**src/rtl/ex_mem_stage_if.sv**
```systemverilog
// EX/MEM stage bus: EX-side offer, MEM-side output, branch resolution and perf counters.
// slave is the stage's view; master is the surrounding pipeline's view.
interface ex_mem_stage_if #(
  parameter int unsigned DATA_W = 64,
  parameter int unsigned REG_AW = 5
);
  logic              flush_i;
  logic              ex_valid_i;
  logic              ex_ready_o;
  logic [DATA_W-1:0] ex_alu_result_i;
  logic              ex_zero_i;
  logic [DATA_W-1:0] ex_store_data_i;
  logic [REG_AW-1:0] ex_rd_i;
  logic [4:0]        ex_ctrl_i;
  logic              ex_uncond_i;
  logic [DATA_W-1:0] ex_br_target_i;
  logic              mem_valid_o;
  logic              mem_ready_i;
  logic [DATA_W-1:0] mem_alu_result_o;
  logic [DATA_W-1:0] mem_store_data_o;
  logic [REG_AW-1:0] mem_rd_o;
  logic [3:0]        mem_ctrl_o;
  logic              br_taken_o;
  logic [DATA_W-1:0] br_target_o;
  logic [31:0]       perf_stall_o;
  logic [31:0]       perf_br_o;

  modport slave (
    input  flush_i, ex_valid_i, ex_alu_result_i, ex_zero_i, ex_store_data_i, ex_rd_i,
           ex_ctrl_i, ex_uncond_i, ex_br_target_i, mem_ready_i,
    output ex_ready_o, mem_valid_o, mem_alu_result_o, mem_store_data_o, mem_rd_o, mem_ctrl_o,
           br_taken_o, br_target_o, perf_stall_o, perf_br_o
  );

  modport master (
    output flush_i, ex_valid_i, ex_alu_result_i, ex_zero_i, ex_store_data_i, ex_rd_i,
           ex_ctrl_i, ex_uncond_i, ex_br_target_i, mem_ready_i,
    input  ex_ready_o, mem_valid_o, mem_alu_result_o, mem_store_data_o, mem_rd_o, mem_ctrl_o,
           br_taken_o, br_target_o, perf_stall_o, perf_br_o
  );
endinterface

```
**src/rtl/ex_mem_stage.sv**
```systemverilog
// EX->MEM pipeline stage: output register + skid register, CBZ/B resolution from ALU zero.
// Define EXMEM_PERF_CNT_EN to build the stall and taken-branch counters.
module ex_mem_stage #(
  parameter int unsigned DATA_W = 64,
  parameter int unsigned REG_AW = 5
) (
  input  logic          clk,
  input  logic          rst_n,
  ex_mem_stage_if.slave bus
);

  typedef struct packed {
    logic [DATA_W-1:0] alu_result;
    logic [DATA_W-1:0] store_data;
    logic [REG_AW-1:0] rd;
    logic [3:0]        ctrl;
  } entry_t;

  entry_t            r_out;
  entry_t            r_skid;
  entry_t            w_new;
  logic              r_out_valid;
  logic              r_skid_valid;
  logic              r_br_taken;
  logic [DATA_W-1:0] r_br_target;
  logic              w_accept;
  logic              w_mem_hs;
  logic              w_taken;

  assign w_new.alu_result = bus.ex_alu_result_i;
  assign w_new.store_data = bus.ex_store_data_i;
  assign w_new.rd         = bus.ex_rd_i;
  assign w_new.ctrl       = bus.ex_ctrl_i[4:1];

  // A flushed offer is never accepted, so it can neither enter the pipe nor raise a branch.
  assign w_accept = bus.ex_valid_i & ~r_skid_valid & ~bus.flush_i;
  assign w_mem_hs = r_out_valid & bus.mem_ready_i;
  assign w_taken  = bus.ex_uncond_i | (bus.ex_ctrl_i[0] & bus.ex_zero_i);

  always_ff @(posedge clk or negedge rst_n) begin
    if (!rst_n) begin
      r_out        <= '0;
      r_skid       <= '0;
      r_out_valid  <= 1'b0;
      r_skid_valid <= 1'b0;
    end else if (bus.flush_i) begin
      r_out_valid  <= 1'b0;
      r_skid_valid <= 1'b0;
    end else if (r_skid_valid) begin
      // ex_ready_o is low here, so only the drain of the skid entry can happen.
      if (w_mem_hs) begin
        r_out        <= r_skid;
        r_skid_valid <= 1'b0;
      end
    end else if (w_accept) begin
      if (!r_out_valid || bus.mem_ready_i) begin
        r_out       <= w_new;
        r_out_valid <= 1'b1;
      end else begin
        r_skid       <= w_new;
        r_skid_valid <= 1'b1;
      end
    end else if (w_mem_hs) begin
      r_out_valid <= 1'b0;
    end
  end

  always_ff @(posedge clk or negedge rst_n) begin
    if (!rst_n) begin
      r_br_taken  <= 1'b0;
      r_br_target <= '0;
    end else begin
      r_br_taken <= w_accept & w_taken;
      if (w_accept && w_taken) begin
        r_br_target <= bus.ex_br_target_i;
      end
    end
  end

  assign bus.ex_ready_o       = ~r_skid_valid;
  assign bus.mem_valid_o      = r_out_valid;
  assign bus.mem_alu_result_o = r_out.alu_result;
  assign bus.mem_store_data_o = r_out.store_data;
  assign bus.mem_rd_o         = r_out.rd;
  assign bus.mem_ctrl_o       = r_out.ctrl;
  assign bus.br_taken_o       = r_br_taken;
  assign bus.br_target_o      = r_br_target;

`ifdef EXMEM_PERF_CNT_EN
  logic [31:0] r_perf_stall;
  logic [31:0] r_perf_br;

  // Free-running, wrap at 2^32; flush leaves them alone.
  always_ff @(posedge clk or negedge rst_n) begin
    if (!rst_n) begin
      r_perf_stall <= 32'd0;
      r_perf_br    <= 32'd0;
    end else begin
      if (r_out_valid && !bus.mem_ready_i) begin
        r_perf_stall <= r_perf_stall + 32'd1;
      end
      if (w_accept && w_taken) begin
        r_perf_br <= r_perf_br + 32'd1;
      end
    end
  end

  assign bus.perf_stall_o = r_perf_stall;
  assign bus.perf_br_o    = r_perf_br;
`else
  assign bus.perf_stall_o = 32'd0;
  assign bus.perf_br_o    = 32'd0;
`endif

endmodule

```
**src/flat_wrapper.sv**
```systemverilog
// flat-port wrapper written by rule: the top's interface ports become plain ports
module ex_mem_stage_flat 
#(
  parameter int unsigned DATA_W = 64,
  parameter int unsigned REG_AW = 5
)
  (clk, rst_n, bus_flush_i, bus_ex_valid_i, bus_ex_alu_result_i, bus_ex_zero_i, bus_ex_store_data_i, bus_ex_rd_i, bus_ex_ctrl_i, bus_ex_uncond_i, bus_ex_br_target_i, bus_mem_ready_i, bus_ex_ready_o, bus_mem_valid_o, bus_mem_alu_result_o, bus_mem_store_data_o, bus_mem_rd_o, bus_mem_ctrl_o, bus_br_taken_o, bus_br_target_o, bus_perf_stall_o, bus_perf_br_o);
  ex_mem_stage_if #(.DATA_W(DATA_W), .REG_AW(REG_AW)) bus_i ();
  input  logic clk;
  input  logic rst_n;
  input wire logic [$bits(bus_i.flush_i)-1:0] bus_flush_i;
  input wire logic [$bits(bus_i.ex_valid_i)-1:0] bus_ex_valid_i;
  input wire logic [$bits(bus_i.ex_alu_result_i)-1:0] bus_ex_alu_result_i;
  input wire logic [$bits(bus_i.ex_zero_i)-1:0] bus_ex_zero_i;
  input wire logic [$bits(bus_i.ex_store_data_i)-1:0] bus_ex_store_data_i;
  input wire logic [$bits(bus_i.ex_rd_i)-1:0] bus_ex_rd_i;
  input wire logic [$bits(bus_i.ex_ctrl_i)-1:0] bus_ex_ctrl_i;
  input wire logic [$bits(bus_i.ex_uncond_i)-1:0] bus_ex_uncond_i;
  input wire logic [$bits(bus_i.ex_br_target_i)-1:0] bus_ex_br_target_i;
  input wire logic [$bits(bus_i.mem_ready_i)-1:0] bus_mem_ready_i;
  output wire logic [$bits(bus_i.ex_ready_o)-1:0] bus_ex_ready_o;
  output wire logic [$bits(bus_i.mem_valid_o)-1:0] bus_mem_valid_o;
  output wire logic [$bits(bus_i.mem_alu_result_o)-1:0] bus_mem_alu_result_o;
  output wire logic [$bits(bus_i.mem_store_data_o)-1:0] bus_mem_store_data_o;
  output wire logic [$bits(bus_i.mem_rd_o)-1:0] bus_mem_rd_o;
  output wire logic [$bits(bus_i.mem_ctrl_o)-1:0] bus_mem_ctrl_o;
  output wire logic [$bits(bus_i.br_taken_o)-1:0] bus_br_taken_o;
  output wire logic [$bits(bus_i.br_target_o)-1:0] bus_br_target_o;
  output wire logic [$bits(bus_i.perf_stall_o)-1:0] bus_perf_stall_o;
  output wire logic [$bits(bus_i.perf_br_o)-1:0] bus_perf_br_o;
  assign bus_i.flush_i = bus_flush_i;
  assign bus_i.ex_valid_i = bus_ex_valid_i;
  assign bus_i.ex_alu_result_i = bus_ex_alu_result_i;
  assign bus_i.ex_zero_i = bus_ex_zero_i;
  assign bus_i.ex_store_data_i = bus_ex_store_data_i;
  assign bus_i.ex_rd_i = bus_ex_rd_i;
  assign bus_i.ex_ctrl_i = bus_ex_ctrl_i;
  assign bus_i.ex_uncond_i = bus_ex_uncond_i;
  assign bus_i.ex_br_target_i = bus_ex_br_target_i;
  assign bus_i.mem_ready_i = bus_mem_ready_i;
  assign bus_ex_ready_o = bus_i.ex_ready_o;
  assign bus_mem_valid_o = bus_i.mem_valid_o;
  assign bus_mem_alu_result_o = bus_i.mem_alu_result_o;
  assign bus_mem_store_data_o = bus_i.mem_store_data_o;
  assign bus_mem_rd_o = bus_i.mem_rd_o;
  assign bus_mem_ctrl_o = bus_i.mem_ctrl_o;
  assign bus_br_taken_o = bus_i.br_taken_o;
  assign bus_br_target_o = bus_i.br_target_o;
  assign bus_perf_stall_o = bus_i.perf_stall_o;
  assign bus_perf_br_o = bus_i.perf_br_o;
  ex_mem_stage #(.DATA_W(DATA_W), .REG_AW(REG_AW)) u_core (.clk(clk), .rst_n(rst_n), .bus(bus_i));
endmodule
```
**config.mk**
```make
export PLATFORM = sky130hd
export DESIGN_NAME = ex_mem_stage_flat
export DESIGN_NICKNAME = d
export VERILOG_FILES = /design/src/rtl/ex_mem_stage_if.sv /design/src/rtl/ex_mem_stage.sv /design/src/flat_wrapper.sv
export SDC_FILE = /design/constraint.sdc
export NUM_CORES = 1
export LEC_CHECK = 0
export ABC_AREA = 1
export CORE_AREA = 2 2 192 194
export DETAILED_ROUTE_END_ITERATION = 12
export DIE_AREA = 0 0 194 196
export MAX_ROUTING_LAYER = met4
export PLACE_DENSITY = 0.77
export REMOVE_ABC_BUFFERS = 1
export SYNTH_ARGS = -nofsm -noshare
export SYNTH_HDL_FRONTEND = slang
export SYNTH_SLANG_ARGS = --single-unit
```
**constraint.sdc**
```tcl
create_clock -name clk -period 1.3 [get_ports clk]
set_clock_uncertainty 0.05 [all_clocks]
set_input_delay 0.13 -clock clk [delete_from_list [all_inputs] [get_ports clk]]
set_output_delay 0.13 -clock clk [all_outputs]
set_load 0.03 [all_outputs]
```
After elaboration in Yosys (flattened, before gate mapping) --
Cells that the tools add are included.
Storage, ports and cells: register bits after elaboration 341, input port bits 209, output and inout bits 268, word-level logic and storage cells 47
Cells by class: equality and inequality tests 3, multiplexer cells 14, bitwise operators 9, reductions and logical operators 9
Operators by type and width (number):
- 137-bit two-way mux | 4
- 1-bit two-way mux | 10
- 4-bit AND reduction | 2
- 1-bit bitwise AND | 5
- 2-bit inequality test, second input constant | 2
- 2-bit nonzero test | 2
- 3-bit inequality test, second input constant | 1
- 1-bit inverter | 3
- 3-bit AND reduction | 1
- 3-bit nonzero test | 1
- 1-bit logical AND | 1
- 1-bit logical NOT | 1
- 1-bit logical OR | 1
- 1-bit bitwise OR | 1

Depth between registers and ports, before layout --
word-level depth 6, mapped depth 11, depth with buffers taken out 7

Least setup slack after synthesis --
OpenSTA, ideal clock, no wires.
kind flip-flop to flip-flop, from reg u_core.r_skid_valid, to reg u_core.r_out (netlist bit u_core.bus.mem_alu_result_o[10]), setup time 0.118 ns, arrival 1.333 ns, data required time 1.132 ns, path slack -0.201 ns, stages on the path, launching flop included 11, buffers on the path 4, period minus slack after synthesis 1.501 ns, cells stage by stage dfrtp_1 -> buf_6 -> buf_6 -> inv_4 -> nand3_4 -> nand2_2 -> nand2_2 -> buf_6 -> buf_6 -> nand2_1 -> nand2_1
Between the ends: cells in the longest elaborated chain, start to end 5, elaborated cells between the ends (all ways) 8, classes of those cells 1 x eq/ne; 1 x mux; 3 x bitwise; 3 x reduce/logical
Ends and longest elaborated chain:
- from (decl) | line ex_mem_stage.sv:23 | logic r_skid_valid;
- from (signal assigned) | line ex_mem_stage.sv:45 | r_skid_valid <= 1'b0;
- from (signal assigned) | line ex_mem_stage.sv:48 | r_skid_valid <= 1'b0;
- from (signal assigned) | line ex_mem_stage.sv:53 | r_skid_valid <= 1'b0;
- 1-bit inverter (no source line)
- named net bus_ex_ready_o | line flat_wrapper.sv:21 | output wire logic [$bits(bus_i.ex_ready_o)-1:0] bus_ex_ready_o;
- 1-bit bitwise AND (2 in series) | line ex_mem_stage.sv:36 | assign w_accept = bus.ex_valid_i & ~r_skid_valid & ~bus.flush_i;
- 2-bit nonzero test (no source line)
- 4-bit AND reduction (no source line)
- to (signal assigned) | line ex_mem_stage.sv:52 | r_out <= r_skid;
- to (signal assigned) | line ex_mem_stage.sv:57 | r_out <= w_new;
- to (decl) | line ex_mem_stage.sv:19 | entry_t r_out;
The timed path passes the listed nets, and every way through them passes these cells. A chain may end at the register's enable or synchronous reset.

Worst setup path after layout --
from reg u_core.r_skid_valid, to reg u_core.r_out (netlist bit u_core.bus.mem_store_data_o[49])
Between the ends: cells in the longest elaborated chain, start to end 5, elaborated cells between the ends (all ways) 8, classes of those cells 1 x eq/ne; 1 x mux; 3 x bitwise; 3 x reduce/logical
Ends and longest elaborated chain (line):
- 1-bit inverter (no source line)
- 1-bit bitwise AND (2 in series) | ex_mem_stage.sv:36
- 2-bit nonzero test (no source line)
- 4-bit AND reduction (no source line)
Parallel ways exist; a longest one is shown, timed or not.

==> metrics.txt <==
CP endpoint kind flop; VDD IR max 1.06 mV; net total in the final layout 2496; via count 13700; Synth Instances 1835; fraction of registers with async set/reset 1.00; Cell Pwr Density 1610 nW/um2; hold path depth 3; diode count 0; Worst-Skew Late Latency 0.51 ns; vias in the first global route 13400; layout cells sized above 1 0.174; DRC 0; leak pwr 0.0112 uW; drt pass-1 iters 6; R2R Setup Slk -0.31 ns; crit path max fanout 16; Startpoint Class flop; WS Path Type flop to flop; Worst-path clk slew 0.06 ns; area of the die 38000 um2; Slew Limit Fails 0; Synth top cells by count 746 x nand2_1, 341 x dfrtp_1, 157 x o21ai_0; crit path time final 1.61 ns; Final Wtd Congestion 0.861; hold path endpoint u_core.bus.br_target_o[53]$_DFFE_PN0P_; CP max stage delay 0.53 ns; Cells after DPL 2680; Mapped Avg Cell Area 8.34 um2; post-synth cell types 22; Worst EP arrival 2.01 ns; depth of the most critical reg-to-reg path 7; CP top delay family flip-flops; worst r2r src u_core.r_skid_valid$_DFF_PN0_; CTS Sinks 341; Warnings, synthesis 0; initial antenna violation count 0; std cell rows 70; area share of the largest cell type after synthesis 0.558; Synth area leader dfrtp_1; part of the Yosys area used for sequential elements 0.558; top cells by area, synth dfrtp_1 56%, nand2_1 18%, o21ai_0 5.1%; failing checks setup timing; Setup crit start u_core.r_skid_valid$_DFF_PN0_; Rel. slew slack 0.505; DR WL/cell 17.3 um; initial DRC count 863; worst path required time 1.70 ns; dpl ws -0.500 ns; status complete, but fails checks; DRT antenna net count 0; routed vias/inst 4.92; top-count cell post-synth nand2_1; CP max-delay cell dfrtp_4; CP Cell Sequence inv_4 > nand3_4 > nand2_8 > buf_12 > buf_6 > nand3_1 > nand2_1; met1 WL 18.9 mm; RSZ-0062 raised after global routing yes; Max Fclk 0.621 GHz; EDFF count, synth 0; largest net degree at the start of global routing 72; max-cap violations 0; WL met2 24.4 mm; CTS Root Cell clkbuf_16; post-route insts no fill 2783; width of the chip 194 um; P&R area growth vs syn 41.9%; TritonCTS clock tree built; DIE HEIGHT 196 um; final period utilization 1.24; core area 36100 um2; filler instances 2993; I/O pin count 477; top routing layer used met4; Setup Viol. Count Final 358; clock buffer depth 3; slew at the pin closest to its max-slew limit 0.740 ns; total gr overflow 0; gr usage total 0.233; HP Start bus_ex_br_target_i[53]; Hold WC Path Type input port to flop; Final Hold Viols 0; Seq cells post-synth 341; Mapped Area 15300 um2; final wirelength 48.2 mm; hold_ws 0.108 ns; Starting Density 0.424; # port buffers 412; Buf/Inv on CP 3; routed wl met3 3.28 mm; Post-synth top flop dfrtp_1; Critical R2R Capture u_core.bus.mem_store_data_o[49]$_DFFE_PN0P_; Final Worst Setup Slack -0.311 ns; CTS HTree Levels 2; first-pass GRT wire length 69.8 mm; detailed placement HPWL 30.8 mm; CTS buffer count 37
## cells by family after synthesis
kind of cell / after synthesis / share of synthesized area
and+or+nand+nor: 890 / 0.232
AOI/OAI and AO/OA: 277 / 0.0910
buffers and inverters: 326 / 0.119
DFF: 341 / 0.558
other: 1 / 0.000245
## metrics by stage
step / util / setup TNS (ns) / total power (uW) / area [um2]
4_1_cts: 0.584 / -67.99 / 35000 / 21100
2_1_floorplan: - / -2316.67 / 19300 / 14300
6_report: 0.602 / -72.30 / 35000 / 21700
3_5_place_dp: 0.562 / -129.05 / 24700 / 20300
3_3_place_gp: 0.562 / -128.38 / 24400 / 20300
5_1_grt: 0.602 / -98.60 / 36600 / 21700
## cell usage in the layout (no fill, tap or decap), types with 53 or more instances in the layout
cell type        count
inv_1              140
buf_2              135
nand3_1            134
clkbuf_16           53
dfrtp_1            340
o21ai_0            108
clkdlybuf4s50_1    207
nand2_1            743
conb_1              64
buf_4               63
o21ai_1            161
## tightest hold or removal path, cell delays in order
cell             delay, ns
clkdlybuf4s50_1       0.39
nand2_1               0.06
nand2_1               0.04
## how the worst max path moves through the flow
stage                                                  endpoint  slack [ns]  depth (start not counted)
floorplan            u_core.bus.mem_alu_result_o[0]$_DFFE_PN0P_       -8.18                          5
global placement     u_core.bus.mem_store_data_o[7]$_DFFE_PN0P_       -0.47                          7
detailed placement  u_core.bus.mem_alu_result_o[42]$_DFFE_PN0P_       -0.50                          8
CTS                 u_core.bus.mem_alu_result_o[25]$_DFFE_PN0P_       -0.28                          7
global route        u_core.bus.mem_store_data_o[49]$_DFFE_PN0P_       -0.37                          6
finish              u_core.bus.mem_store_data_o[49]$_DFFE_PN0P_       -0.31                          7
## registers in the layout, summed over array words and instances, names as in the netlist
| register | flops |
|---|---|
| u_core.bus.mem_store_data_o | 64 |
| u_core.r_skid_valid | 1 |
| u_core.bus.br_target_o | 64 |
| u_core.r_skid | 137 |
| u_core.bus.mem_rd_o | 5 |
| u_core.bus.mem_valid_o | 1 |
| u_core.bus.mem_alu_result_o | 64 |
| u_core.bus.br_taken_o | 1 |
| u_core.bus.mem_ctrl_o | 4 |
## timing repair
item	CTS	global route
gates resized for setup	990	53
pin swaps	0	2
gates cloned	2	21
endpoints found under the hold margin	341	0
setup endpoints to repair	520	431
buffers inserted	6	5
hold buffers	2	0
## cell type report
type                    instances  area, um2  area share
inverters                     142        541      0.0249
flip-flops and latches        341       8540       0.393
clock buffers                  56       1090      0.0501
multi-input cells            1234       5320       0.245
clock inverters                11        169     0.00778
well taps                     468        586      0.0270
repair buffers                531       5470       0.252
## per-layer routing
layer | global-route usage | vias up
li1 | - | 6527
met1 | 0.279 | 6485
met2 | 0.394 | 591
met3 | 0.0366 | 96
met4 | 0.0985 | 0
met5 | - | -
## power by group
group          internal, uW  leakage [uW]  switching [uW]
sequential            12900       0.00430            1560
clock                  6590      0.000615            4220
combinational          3780       0.00632            5860
total                 23300        0.0112           11600
(Power assumes the default switching activity.)
